==> src/rtl/img_buf_ctrl.sv <==
`default_nettype none
// +--------------------------------------------------------------------------+
// | img_buf_ctrl : frame sequencer gating the pixel handshake into the       |
// |                3-line buffer and issuing per-line / end-of-frame strobes |
// | Revision     : 1.0                                                       |
// +--------------------------------------------------------------------------+
module img_buf_ctrl #(
   parameter int IMG_W         = 640,
   parameter int IMG_H         = 480,
   parameter int OUT_PER_FRAME = (IMG_H - 2) * IMG_W,
   parameter int TIMEOUT       = 4096
) (
   input  logic        clk,
   input  logic        rst,
   input  logic        start,
   input  logic        abort,
   input  logic        src_vld,
   output logic        src_rdy,
   input  logic [23:0] src_data,
   output logic        buf_vld,
   input  logic        buf_rdy,
   output logic [23:0] buf_data,
   output logic        line,
   output logic        done,
   input  logic        out_ok,
   output logic        busy,
   output logic        err_timeout,
   output logic [15:0] frame_cnt
);

   localparam int c_col_w = $clog2(IMG_W);
   localparam int c_row_w = $clog2(IMG_H);
   localparam int c_tmr_w = $clog2(TIMEOUT + 1);

   localparam logic [c_col_w-1:0] c_col_last  = c_col_w'(IMG_W - 1);
   localparam logic [c_row_w-1:0] c_row_last  = c_row_w'(IMG_H - 1);
   localparam logic [c_tmr_w-1:0] c_tmr_lim   = c_tmr_w'(TIMEOUT);
   localparam logic [19:0]        c_out_total = 20'(OUT_PER_FRAME);
   localparam logic [19:0]        c_out_max   = 20'hFFFFF;

   typedef enum logic [1:0] {
      S_IDLE  = 2'd0,
      S_RUN   = 2'd1,
      S_DRAIN = 2'd2,
      S_DONE  = 2'd3
   } state_t;

   state_t               state_q;
   logic [c_col_w-1:0]   col_q;
   logic [c_row_w-1:0]   row_q;
   logic [19:0]          out_cnt_q;
   logic [c_tmr_w-1:0]   tmr_q;
   logic                 line_q;
   logic                 done_q;
   logic                 busy_q;
   logic                 err_q;
   logic [15:0]          frame_q;
   logic                 abort_pend_q;
   logic                 aborted_q;

   logic                 w_gate;
   logic                 w_acc;
   logic                 w_col_wrap;
   logic                 w_abort_eff;

   // The line cycle is held closed so the pixel after the wrap is not lost
   // while the buffer resets its write address.
   assign w_gate      = (state_q == S_RUN) & ~line_q;
   assign src_rdy     = buf_rdy & w_gate;
   assign buf_vld     = src_vld & w_gate;
   assign buf_data    = src_data;
   assign w_acc       = src_vld & src_rdy;
   assign w_col_wrap  = w_acc & (col_q == c_col_last);
   assign w_abort_eff = abort | abort_pend_q;

   assign line        = line_q;
   assign done        = done_q;
   assign busy        = busy_q;
   assign err_timeout = err_q;
   assign frame_cnt   = frame_q;

   always_ff @(posedge clk) begin
      if (rst) begin
         state_q      <= S_IDLE;
         col_q        <= '0;
         row_q        <= '0;
         out_cnt_q    <= '0;
         tmr_q        <= '0;
         line_q       <= 1'b0;
         done_q       <= 1'b0;
         busy_q       <= 1'b0;
         err_q        <= 1'b0;
         frame_q      <= '0;
         abort_pend_q <= 1'b0;
         aborted_q    <= 1'b0;
      end else begin
         if ((state_q != S_IDLE) && out_ok && (out_cnt_q != c_out_max)) begin
            out_cnt_q <= out_cnt_q + 20'd1;
         end
         case (state_q)
            S_IDLE: begin
               if (start) begin
                  state_q      <= S_RUN;
                  busy_q       <= 1'b1;
                  col_q        <= '0;
                  row_q        <= '0;
                  out_cnt_q    <= '0;
                  err_q        <= 1'b0;
                  line_q       <= 1'b0;
                  abort_pend_q <= 1'b0;
                  aborted_q    <= 1'b0;
               end
            end
            S_RUN: begin
               if (w_acc) begin
                  col_q <= w_col_wrap ? '0 : col_q + 1'b1;
               end
               line_q <= w_col_wrap;
               if (line_q) begin
                  row_q <= (row_q == c_row_last) ? '0 : row_q + 1'b1;
                  if (w_abort_eff) begin
                     state_q      <= S_DONE;
                     done_q       <= 1'b1;
                     aborted_q    <= 1'b1;
                     abort_pend_q <= 1'b0;
                  end else if (row_q == c_row_last) begin
                     state_q <= S_DRAIN;
                     tmr_q   <= '0;
                  end
               end else if (w_abort_eff) begin
                  // An abort landing on a line-completing pixel lets the line strobe out first.
                  if (w_col_wrap) begin
                     abort_pend_q <= 1'b1;
                  end else begin
                     state_q   <= S_DONE;
                     done_q    <= 1'b1;
                     aborted_q <= 1'b1;
                  end
               end
            end
            S_DRAIN: begin
               if (abort) begin
                  state_q   <= S_DONE;
                  done_q    <= 1'b1;
                  aborted_q <= 1'b1;
               end else if (out_cnt_q == c_out_total) begin
                  state_q <= S_DONE;
                  done_q  <= 1'b1;
               end else if (tmr_q == c_tmr_lim) begin
                  state_q <= S_DONE;
                  done_q  <= 1'b1;
                  err_q   <= 1'b1;
               end else begin
                  tmr_q <= tmr_q + 1'b1;
               end
            end
            S_DONE: begin
               state_q <= S_IDLE;
               done_q  <= 1'b0;
               busy_q  <= 1'b0;
               if (!aborted_q) begin
                  frame_q <= frame_q + 16'd1;
               end
            end
            default: state_q <= S_IDLE;
         endcase
      end
   end

endmodule
`default_nettype wire

==> config.mk <==
export PLATFORM = sky130hd
export DESIGN_NAME = img_buf_ctrl
export DESIGN_NICKNAME = d
export VERILOG_FILES = /design/src/rtl/img_buf_ctrl.sv
export SDC_FILE = /design/constraint.sdc
export NUM_CORES = 1
export LEC_CHECK = 0
export CAP_MARGIN = 0
export CORE_MARGIN = 4
export CORE_UTILIZATION = 40
export DETAILED_ROUTE_END_ITERATION = 6
export PLACE_DENSITY = 0.66
export SKIP_CTS_REPAIR_TIMING = 1
export SYNTH_ARGS = -nofsm -noshare
export SYNTH_HDL_FRONTEND = slang
export SYNTH_SLANG_ARGS = --single-unit
==> constraint.sdc <==
create_clock -name clk -period 3.65 [get_ports clk]
set_input_delay 0.5475 -clock clk [delete_from_list [all_inputs] [get_ports clk]]
set_output_delay 0.5475 -clock clk [all_outputs]
set_load 0.01 [all_outputs]
== After elaboration in Yosys (flattened, before gate mapping) ==
Cells that the tools add are included.

* Bitwise logic cells: 8
* Multiplexer cells: 50
* Reduce and logical (&&, ||, !) cells: 21
* Equal/unequal tests: 24
* Add/subtract/negate cells: 5

{| class="wikitable"
|+ Operators with widths
! cell !! count
|-
| 13-bit 2-to-1 mux || 6
|-
| 20-bit 2-to-1 mux || 3
|-
| 10-bit 2-to-1 mux || 3
|-
| 9-bit 2-to-1 mux || 3
|-
| 13-bit one-hot mux with 2 select lines || 1
|-
| 20-bit by 1-bit adder with 20-bit output, second input constant || 1
|-
| 20-bit by 19-bit == test with 1-bit output, second input constant || 1
|-
| 2-bit != test, second input constant || 10
|-
| 20-bit != test, second input constant || 1
|-
| 10-bit one-hot mux with 2 select lines || 1
|-
| 2-bit 2-to-1 mux || 9
|-
| 9-bit one-hot mux with 2 select lines || 1
|-
| 16-bit by 1-bit adder with 16-bit output, second input constant || 1
|-
| 1-bit 2-to-1 mux || 16
|-
| 5-bit AND reduction || 3
|-
| 13-bit by 1-bit adder with 13-bit output, second input constant || 1
|-
| 13-bit == test, second input constant || 1
|-
| 10-bit by 1-bit adder with 10-bit output, second input constant || 1
|-
| 10-bit == test, second input constant || 1
|-
| 2-bit nonzero test || 5
|-
| 9-bit by 1-bit adder with 9-bit output, second input constant || 1
|-
| 9-bit == test, second input constant || 1
|-
| 3-bit != test, second input constant || 3
|-
| 1-bit one-hot mux with 2 select lines || 4
|-
| other kinds (17) || 30
|}

* Input port bits: 31
* Output and inout port bits: 46
* Flip-flop bits (word level): 76
* Logic and storage cells: 120

== Logic depth before layout (Yosys ltp) ==
Gate-level depths: netlist of the first run.

* Depth after elaboration: 9
* Depth in mapped cells: 9
* Gate-level depth less buffers: 7

== Worst setup path before layout of the first run ==
Ideal clock, no wire load.

* Kind: register to register
* Start: register state_q[0]
* End: register tmr_q[9]
* Data required time: 3.588 ns
* Setup slack: 1.723 ns
* Stages on the path, launching flop included: 10
* Clock period less this slack: 1.927 ns
* Arrival time: 1.865 ns
* Setup time: 0.062 ns
* Buffers on the path: 2
* Cells stage by stage: dfxtp_1 inv_1 ha_1 buf_2 inv_1 nor2_1 o21a_1 buf_4 or4b_1 nand3_1

* Longest elaborated chain between the ends: 3
* Elaborated cells between the ends (all ways): 11
* Classes of those cells: eq/ne: 8; mux: 1; reduce/logical: 2

{| class="wikitable"
|+ RTL lines
! item !! line !! source
|-
| start: declaration || 48 || <nowiki>state_t state_q;</nowiki>
|-
| start signal: assignment || 84 || <nowiki>state_q <= S_IDLE;</nowiki>
|-
| start signal: assignment || 103 || <nowiki>state_q <= S_RUN;</nowiki>
|-
| start signal: assignment || 122 || <nowiki>state_q <= S_DONE;</nowiki>
|-
| 2-bit == test or 2-bit by 1-bit == test with 1-bit output (tied branches) || 100 || <nowiki>case (state_q)</nowiki>
|-
| 2-bit != test (no line) (tied with other cells) || n/a ||
|-
| 7-bit AND reduction (no line) || n/a ||
|-
| end signal: assignment || 154 || <nowiki>tmr_q <= tmr_q + 1'b1;</nowiki>
|-
| end: declaration || 52 || <nowiki>logic [c_tmr_w-1:0] tmr_q;</nowiki>
|}

Several ways; a longest one is shown, not always the timed one.
A chain may end at the register's enable or synchronous reset.

== Worst setup path after layout of the first run ==
* Start: register state_q[1]
* End: output buf_vld

* Longest elaborated chain between the ends: 3

{| class="wikitable"
|+ RTL lines
! item !! line !! source
|-
| 2-bit by 1-bit == test with 1-bit output || 68 || <nowiki>assign w_gate = (state_q == S_RUN) & ~line_q;</nowiki>
|-
| 1-bit bitwise AND || 68 ||
|-
| 1-bit bitwise AND || 70 || <nowiki>assign buf_vld = src_vld & w_gate;</nowiki>
|-
| end: declaration || 20 || <nowiki>output logic buf_vld,</nowiki>
|}

No other way between the ends.

==> results of run 1 <==
critical path, stage by stage, from the launching register on:
cell,delay (ns)
dfxtp_1,0.34
inv_1,0.11
ha_1,0.51
nor2b_1,0.39
and2_1,0.19
clkdlybuf4s50_1,0.53
report_power, final:
part / switching (mW) / internal [mW]
Clock: 0.311 / 0.310
Combinational: 0.355 / 0.206
Sequential: 0.0369 / 0.867
Total: 0.702 / 1.38
layer usage:
metal | global-route usage, % | share of wire [%]
met4 | 7.14 | 2.2
met3 | 3.67 | 4.0
met1 | 19.8 | 47
met2 | 25.4 | 47
met5 | 0 | 0
layout by cell type (no fill, tap or decap), drive strengths merged, types with 11 or more instances in the layout:
master | Yosys | final
nor3 | 11 | 11
xor2 | 22 | 22
dfxtp | 76 | 76
xnor2 | 21 | 21
nand4 | 26 | 26
o21ai | 15 | 15
ha | 11 | 11
inv | 20 | 20
nor2 | 66 | 66
nand3 | 20 | 20
a21oi | 21 | 21
and3 | 12 | 12
clkdlybuf4s50 | 0 | 28
nand2 | 36 | 36
logic make-up after synthesis:
group | after synthesis | synth area share, %
AO/OA/AOI/OAI | 87 | 14.1
multiplexers | 4 | 0.952
adder cells (fa/ha/maj) | 11 | 3.27
XOR/XNOR | 43 | 8.96
flip-flops | 76 | 36.2
AND/OR/NAND/NOR | 226 | 28.9
buffers and inverters | 59 | 7.65
worst paths after layout:
| path | startpoint | end | slack (ns) | cells after the start |
|---|---|---|---|---|
| setup / recovery | state_q[1] | buf_vld | 0.69 | 5 |
| hold / removal | row_q[8] | row_q[8] | 0.48 | 1 |
| setup reg to reg | state_q[1] | tmr_q[9] | 1.15 | 7 |
| hold reg to reg | row_q[8] | row_q[8] | 0.48 | 1 |
sequential cells by signal, summed over array words and instances (netlist names):
| register | count |
|---|---|
| state_q | 2 |
| out_cnt_q | 20 |
| tmr_q | 13 |
| frame_cnt | 16 |
| col_q | 10 |
| err_timeout | 1 |
| aborted_q | 1 |
| busy | 1 |
| row_q | 9 |
| abort_pend_q | 1 |
| done | 1 |
| line | 1 |
final cells by class:
class                   count  area, µm²
flip-flops and latches     76       1520
clock inverters             5       53.8
repair buffers             31        303
inverters                  20       75.1
fillers                  1057       5660
clock buffers              10        128
well taps                 136        170
multi-input cells         371       2360
per-stage QoR:
step / hold slack (ns) / cell area [µm²]
6_report: 0.481 / 4610
5_1_grt: 0.515 / 4610
4_1_cts: 0.482 / 4610
3_5_place_dp: 0.462 / 4430
3_3_place_gp: 0.450 / 4430
2_1_floorplan: 0.433 / 4210
==> qor.yml, run 1 <==
wl_per_cell_um: 14.2
drive_above_1_share_pct: 5.65
synth_seq_area_share_pct: 36.2
synthesis.area_um2: 4210
finalWirelength_mm: 9.24
synthTopCellsByCount: "dfxtp_1, nor2_1, nand2_1"
final_cells: 649
end_kind: "output port"
row_count: 37
grt_pass1_vias: 3487
via_count: 3563
fin_util_pct: 44.9
leakage_nw: 1.52
place_inst: 634
clk_pin_slew_ns: 0.08
clock-root-buffer: "clkbuf_8"
core_area_um2: 10300
avgSynthCellArea_um2: 8.31
yosysMostFrequentCell: "dfxtp_1"
dp_slack_ns: 0.926
crit_type: "reg2out"
synth_top_area_share_pct: 36.2
cts_buffers: 9
relSlewSlack_pct: 44.8
setup_ws_ns: 0.686
ys_top_cells_by_area: "dfxtp_1, nor2_1, xor2_1, buf_4, xnor2_1"
antenna_found_initial: 0
grt_use_total_pct: 15.7
die-area_um2: 12200
areaGrowthSynthToFinish_pct: 9.70
maxCapViolCount: 0
crit_arrival_ns: 2.42
start_kind: "flip-flop"
min_period_ns: 2.96
ir_drop_mv: 0.227
hp-class: "reg2reg"
final_hold_viol_count: 0
start_util_pct: 40.9
p_total_mw: 2.09
setup_viol: 0
maxSlewViolCount: 0
dp_hpwl_mm: 6.61
status: "finished clean"
yosys_warnings: 0
path_max_fanout: 15
ys_ff_latch: 76
fmax_mhz: 337
diodes: 0
drc_errors: 0
cts.sinks: 76
grt_overflow: 0
viasPerCell: 5.49
skew_ns: 0.0138
worstPathRequired_ns: 3.10
tightest_slew_ns: 0.821
synth_edf_count: 0
clockBufferDepth: 2
rsz0062_at_grt: "false"
first_iter_violations: 159
synth_top_area_cell: "dfxtp_1"
cts_htree_levels: 3
synth_ff_type: "dfxtp_1"
grt_pass1_wl_mm: 16.3
synth_cells: 506
port_buffers: 28
die-width_um: 111
cts_tree: "done"
die_h_um: 111
finalSetupTns_ns: 0
ioPinCount: 77
final_nets: 551
grt_max_degree: 33
syn_nets: 548
fin_crit_sh_pct: 81.2
ant_nets: 0
synth.distinct_cells: 58
firstDrtPassIters: 4
clk_latency_ns: 0.36
synthArstFlopShare_pct: 0
routabilityCongestion: 0.876
power_density_nw_per_um2: 452
(Power assumes the default switching activity.)
==> run 2, diff against run 1 <==
--- a/config.mk
+++ b/config.mk
@@ -9,7 +9,7 @@
 export CORE_MARGIN = 4
 export CORE_UTILIZATION = 40
 export DETAILED_ROUTE_END_ITERATION = 6
-export PLACE_DENSITY = 0.66
+export PLACE_DENSITY = 0.68
 export SKIP_CTS_REPAIR_TIMING = 1
 export SYNTH_ARGS = -nofsm -noshare
 export SYNTH_HDL_FRONTEND = slang
==> constraint.sdc (replaced) <==
create_clock -name clk -period 2.53 [get_ports clk]
set_input_delay 0.3795 -clock clk [delete_from_list [all_inputs] [get_ports clk]]
set_output_delay 0.3795 -clock clk [all_outputs]
set_load 0.01 [all_outputs]
==> run 2 against run 1 <==
  * Register-to-register slack worse by 0.84 ns
  * Sequential power up 45%
  * Combinational power up 58%
  * Sequential share of layout area down 0.87 points
  * Global-route usage up 0.21 points
  * Setup slack worse by 0.50 ns
  * First-iteration DRC count up 42%
  * Cell area up 2.7%
  * Critical path depth unchanged
  * Die area unchanged
  * Clock skew down 0.0042 ns
  * Critical path type unchanged
  * Largest cell class unchanged
  * Highest routed layer unchanged
==> qor.yml, run 2 (same netlist as run 1, synthesis figures left out) <==
status: "finished clean"
fin_crit_sh_pct: 92.7
wl_per_cell_um: 14.5  # +2.0%
routabilityCongestion: 0.885  # +1.1%
rrSetupSlack_ns: 0.31  # -0.84 ns
worstPathRequired_ns: 2.15  # -0.95 ns
drc_errors: 0  # unchanged
cts_buffers: 9  # unchanged
setup_viol: 0  # unchanged
row_count: 37  # unchanged
die-width_um: 111  # unchanged
die_h_um: 111  # unchanged
areaGrowthSynthToFinish_pct: 12.7
maxCapViolCount: 0  # unchanged
clock-root-buffer: "clkbuf_8"
path_max_fanout: 5  # -10
grt_pass1_vias: 3553  # +1.9%
critPathMaxStageDelay_ns: 0.53  # about the same
grt_use_total_pct: 15.9  # +0.21 points
final_cells: 661  # +1.8%
clk_pin_slew_ns: 0.08  # about the same
clockBufferDepth: 2  # unchanged
crit_type: "reg2out"
cts_tree: "done"
regMostFlops: "out_cnt_q"
dp_hpwl_mm: 7.02  # +6.2%
fin_util_pct: 46.1  # +1.2 points
relSlewSlack_pct: 54.7  # +9.8 points
diodes: 0  # unchanged
grt_max_degree: 23  # -30%
clk_latency_ns: 0.35  # about the same
core_area_um2: 10300  # unchanged
min_period_ns: 2.34
rsz0062_at_grt: "false"
largest_reg_flops: 20  # unchanged
first_iter_violations: 225  # +42%
final_hold_viol_count: 0  # unchanged
tightest_slew_ns: 0.675  # -0.146 ns
grt_overflow: 0  # unchanged
die-area_um2: 12200  # unchanged
ant_nets: 0  # unchanged
ioPinCount: 77  # unchanged
cts.sinks: 76  # unchanged
ir_drop_mv: 0.332  # +46%
grt_pass1_wl_mm: 16.6  # +1.6%
antenna_found_initial: 0  # unchanged
cts_htree_levels: 3  # unchanged
leakage_nw: 1.59  # +4.5%
worstPathCellList: "inv_1, ha_1, nor2b_4, and2_1, clkdlybuf4s50_1"
finalWirelength_mm: 9.60  # +3.9%
mostFrequentLayoutCell: "dfxtp_1"
hp-class: "reg2reg"
p_total_mw: 3.22  # +54%
viasPerCell: 5.61  # +2.2%
drive_above_1_share_pct: 7.81  # +2.2 points
cp_slowest_cell: "clkdlybuf4s50_1"
fmax_mhz: 427
skew_ns: 0.00956  # -0.00424 ns
start_util_pct: 40.9  # unchanged
start_kind: "flip-flop"
power_density_nw_per_um2: 680  # +50%
place_inst: 645  # +1.7%
firstDrtPassIters: 7  # +3
via_count: 3709  # +4.1%
end_kind: "output port"
crit_arrival_ns: 1.96  # -0.46 ns
layout_common_cells: "dfxtp_1, nor2_1, nand2_1, clkdlybuf4s50_1, nand4_1"
port_buffers: 28  # unchanged
final_nets: 562  # +2.0%
maxSlewViolCount: 0  # unchanged
[run 2: through the flow]
step / instance area, µm² / worst slack [ns] / TNS [ns] / hold WS, ns
final: 4740 / 0.186 / 0 / 0.475
after global routing: 4740 / 0.0392 / 0 / 0.514
after CTS: 4730 / -0.0503 / -0.0904 / 0.476
after detailed placement: 4510 / 0.248 / 0 / 0.460
after global placement: 4510 / 0.341 / 0 / 0.451
after floorplan: 4210 / 0.603 / 0 / 0.433
[run 2: cell type report]
| type | instances | area [µm²] |
|---|---|---|
| clock inverter | 5 | 85.1 |
| sequential | 76 | 1520 |
| fill | 1035 | 5540 |
| timing repair buffer | 42 | 385 |
| clock buffer | 11 | 131 |
| tap | 136 | 170 |
| inverter | 20 | 75.1 |
| multi-input combinational | 371 | 2370 |
[run 2: worst max-delay path: cells and delay by family, from the launching register on]
kind | cells | cell delay (ns)
adder cells (fa/ha/maj) | 1 | 0.23
AND/OR/NAND/NOR | 2 | 0.39
buffers and inverters | 2 | 0.64
flip-flops | 1 | 0.35
[run 2: power breakdown]
group / switching, mW / internal [mW]
Combinational: 0.541 / 0.345
Sequential: 0.0566 / 1.25
Clock: 0.464 / 0.562
[run 2: final timing paths]
check	from	to	cells past startpoint
worst max-delay path	state_q[1]	buf_vld	5
worst min-delay path	tmr_q[12]	tmr_q[12]	1
worst max register to register	state_q[0]	col_q[6]	7
worst min register to register	tmr_q[12]	tmr_q[12]	1
[run 2: routing by layer]
layer  global-route usage [%]  wire length, µm  up-vias
met4                     6.32              189        0
met1                     19.9             4300     1735
li1                         -                -     1834
met2                     26.2             4560      122
met5                        0                0        -
met3                     4.05              557       18
==> run 3, diff against run 2 <==
--- a/config.mk
+++ b/config.mk
@@ -6,10 +6,13 @@
 export NUM_CORES = 1
 export LEC_CHECK = 0
 export CAP_MARGIN = 0
+export CELL_PAD_IN_SITES_DETAIL_PLACEMENT = 1
+export CELL_PAD_IN_SITES_GLOBAL_PLACEMENT = 2
+export CORE_ASPECT_RATIO = 0.75
 export CORE_MARGIN = 4
-export CORE_UTILIZATION = 40
+export CORE_UTILIZATION = 28
 export DETAILED_ROUTE_END_ITERATION = 6
-export PLACE_DENSITY = 0.68
+export PLACE_DENSITY = 0.78
 export SKIP_CTS_REPAIR_TIMING = 1
 export SYNTH_ARGS = -nofsm -noshare
 export SYNTH_HDL_FRONTEND = slang
==> run 3 against run 2 <==
  * Via count is 1.5% lower
  * Sequential power hardly changed
  * Sequential share of layout area is 1.5 points lower
  * First-iteration DRC count is 1.8% lower
  * Count of clock-buffer cells in the layout is 1 lower
  * Wire length is 19% higher
  * Clock skew is 0.0029 ns lower
  * Combinational power is 8.1% higher
  * Register-to-register slack worse by 0.04 ns
==> qor.yml, run 3 (same netlist as run 1, synthesis figures left out) <==
final_hold_viol_count: 0  # unchanged
ant_nets: 0  # unchanged
fill_cells: 1741  # +68%
post_dp_cell_area_um2: 4630  # +2.6%
antenna_found_initial: 0  # unchanged
grt_overflow: 0  # unchanged
routabilityCongestion: 0.819  # -7.5%
setup_ws_ns: 0.188  # +0.00264 ns
final_nets: 567  # +0.89%
hold_ws_ns: 0.475  # +0.000963 ns
die-width_um: 150  # +35%
setup_viol: 0  # unchanged
viasPerCell: 5.01  # -11%
finalSetupTns_ns: 0  # unchanged
p_total_mw: 3.69  # +15%
power_density_nw_per_um2: 742  # +9.1%
crit_arrival_ns: 1.96  # about the same
stdcell_area_um2: 4980  # +5.1%
tightest_slew_ns: 0.871  # +0.196 ns
worstPathRequired_ns: 2.15  # about the same
dp_hpwl_mm: 8.54  # +22%
maxSlewViolCount: 0  # unchanged
clk_latency_ns: 0.35  # about the same
dp_slack_ns: 0.169  # -0.0784 ns
diodes: 0  # unchanged
firstDrtPassIters: 6  # -1
fin_crit_sh_pct: 92.6  # -0.10 points
clockBufferDepth: 2  # unchanged
die-area_um2: 17100  # +40%
cts_buffers: 9  # unchanged
leakage_nw: 1.66  # +4.5%
mostFrequentLayoutCell: "dfxtp_1"
first_iter_violations: 221  # -1.8%
final_cells: 730  # +10%
cts_htree_levels: 3  # unchanged
crit_type: "reg2out"
grt_max_degree: 20  # -13%
ioPinCount: 77  # unchanged
maxCapViolCount: 0  # unchanged
skew_ns: 0.00670  # -0.00286 ns
fmax_mhz: 427  # +0.11%
port_buffers: 28  # unchanged
core_area_um2: 14600  # +42%
start_kind: "flip-flop"
layout_common_cells: "dfxtp_1, nor2_1, nand2_1, clkdlybuf4s50_1, nand4_1"
via_count: 3655  # -1.5%
wl_per_cell_um: 15.7  # +8.0%
die_h_um: 114  # +3.3%
hp-class: "reg2reg"
cts_tree: "done"
row_count: 38  # +2.7%
clk_pin_slew_ns: 0.06  # -0.02 ns
clock-root-buffer: "clkbuf_16"
grt_use_total_pct: 14.2  # -1.7 points
ir_drop_mv: 0.324  # -2.5%
grt_pass1_vias: 3746  # +5.4%
cts.sinks: 76  # unchanged
largest_reg_flops: 20  # unchanged
grt_pass1_wl_mm: 19.5  # +17%
fin_util_pct: 34.1  # -12 points
drc_errors: 0  # unchanged
rsz0062_at_grt: "false"
start_util_pct: 28.8  # -12 points
status: "finished clean"
path_max_fanout: 9  # +4
areaGrowthSynthToFinish_pct: 18.4
end_kind: "output port"
finalWirelength_mm: 11.5  # +19%
regMostFlops: "out_cnt_q"
drive_above_1_share_pct: 9.25  # +1.4 points
place_inst: 714  # +11%
relSlewSlack_pct: 41.5  # -13 points
min_period_ns: 2.34  # -0.00264 ns
==> run 3: where the power goes <==
| part | total (mW) | internal [mW] | switching (mW) | leakage, nW |
|---|---|---|---|---|
| clock network | 1.42 | 0.889 | 0.533 | 0.151 |
| logic | 0.958 | 0.384 | 0.574 | 0.894 |
| registers | 1.31 | 1.25 | 0.0604 | 0.613 |
| total | 3.69 | 2.53 | 1.17 | 1.66 |
==> run 3: final timing paths <==
| check | slack, ns | to | cells after the start | from |
|---|---|---|---|---|
| worst max-delay path | 0.19 | src_rdy | 5 | state_q[1] |
| worst min-delay path | 0.48 | row_q[8] | 1 | row_q[8] |
| worst max register to register | 0.27 | row_q[4] | 7 | state_q[0] |
| worst min register to register | 0.48 | row_q[8] | 1 | row_q[8] |
==> run 3: area by class of cell <==
type                       count  area, µm²  share of cell area [%]
clock inverter                 6       87.6                    1.76
clock buffer                  10        239                    4.80
sequential                    76       1520                    30.6
timing repair buffer          47        423                    8.49
tap                          200        250                    5.03
multi-input combinational    371       2380                    47.9
inverter                      20       75.1                    1.51
==> run 3: critical path: stages, from the launching register on <==
cell	delay, ns
dfxtp_1	0.35
inv_1	0.14
ha_4	0.22
nor2b_4	0.23
and2_1	0.15
clkdlybuf4s50_1	0.53
==> run 3: metal layers <==
metal / GRT usage [%] / share of wire (%) / wire (µm)
met3: 4.39 / 4.6 / 523
met1: 19.9 / 50 / 5740
met5: 0 / 0 / 0
met4: 3.17 / 0.94 / 108
met2: 21.4 / 44 / 5080
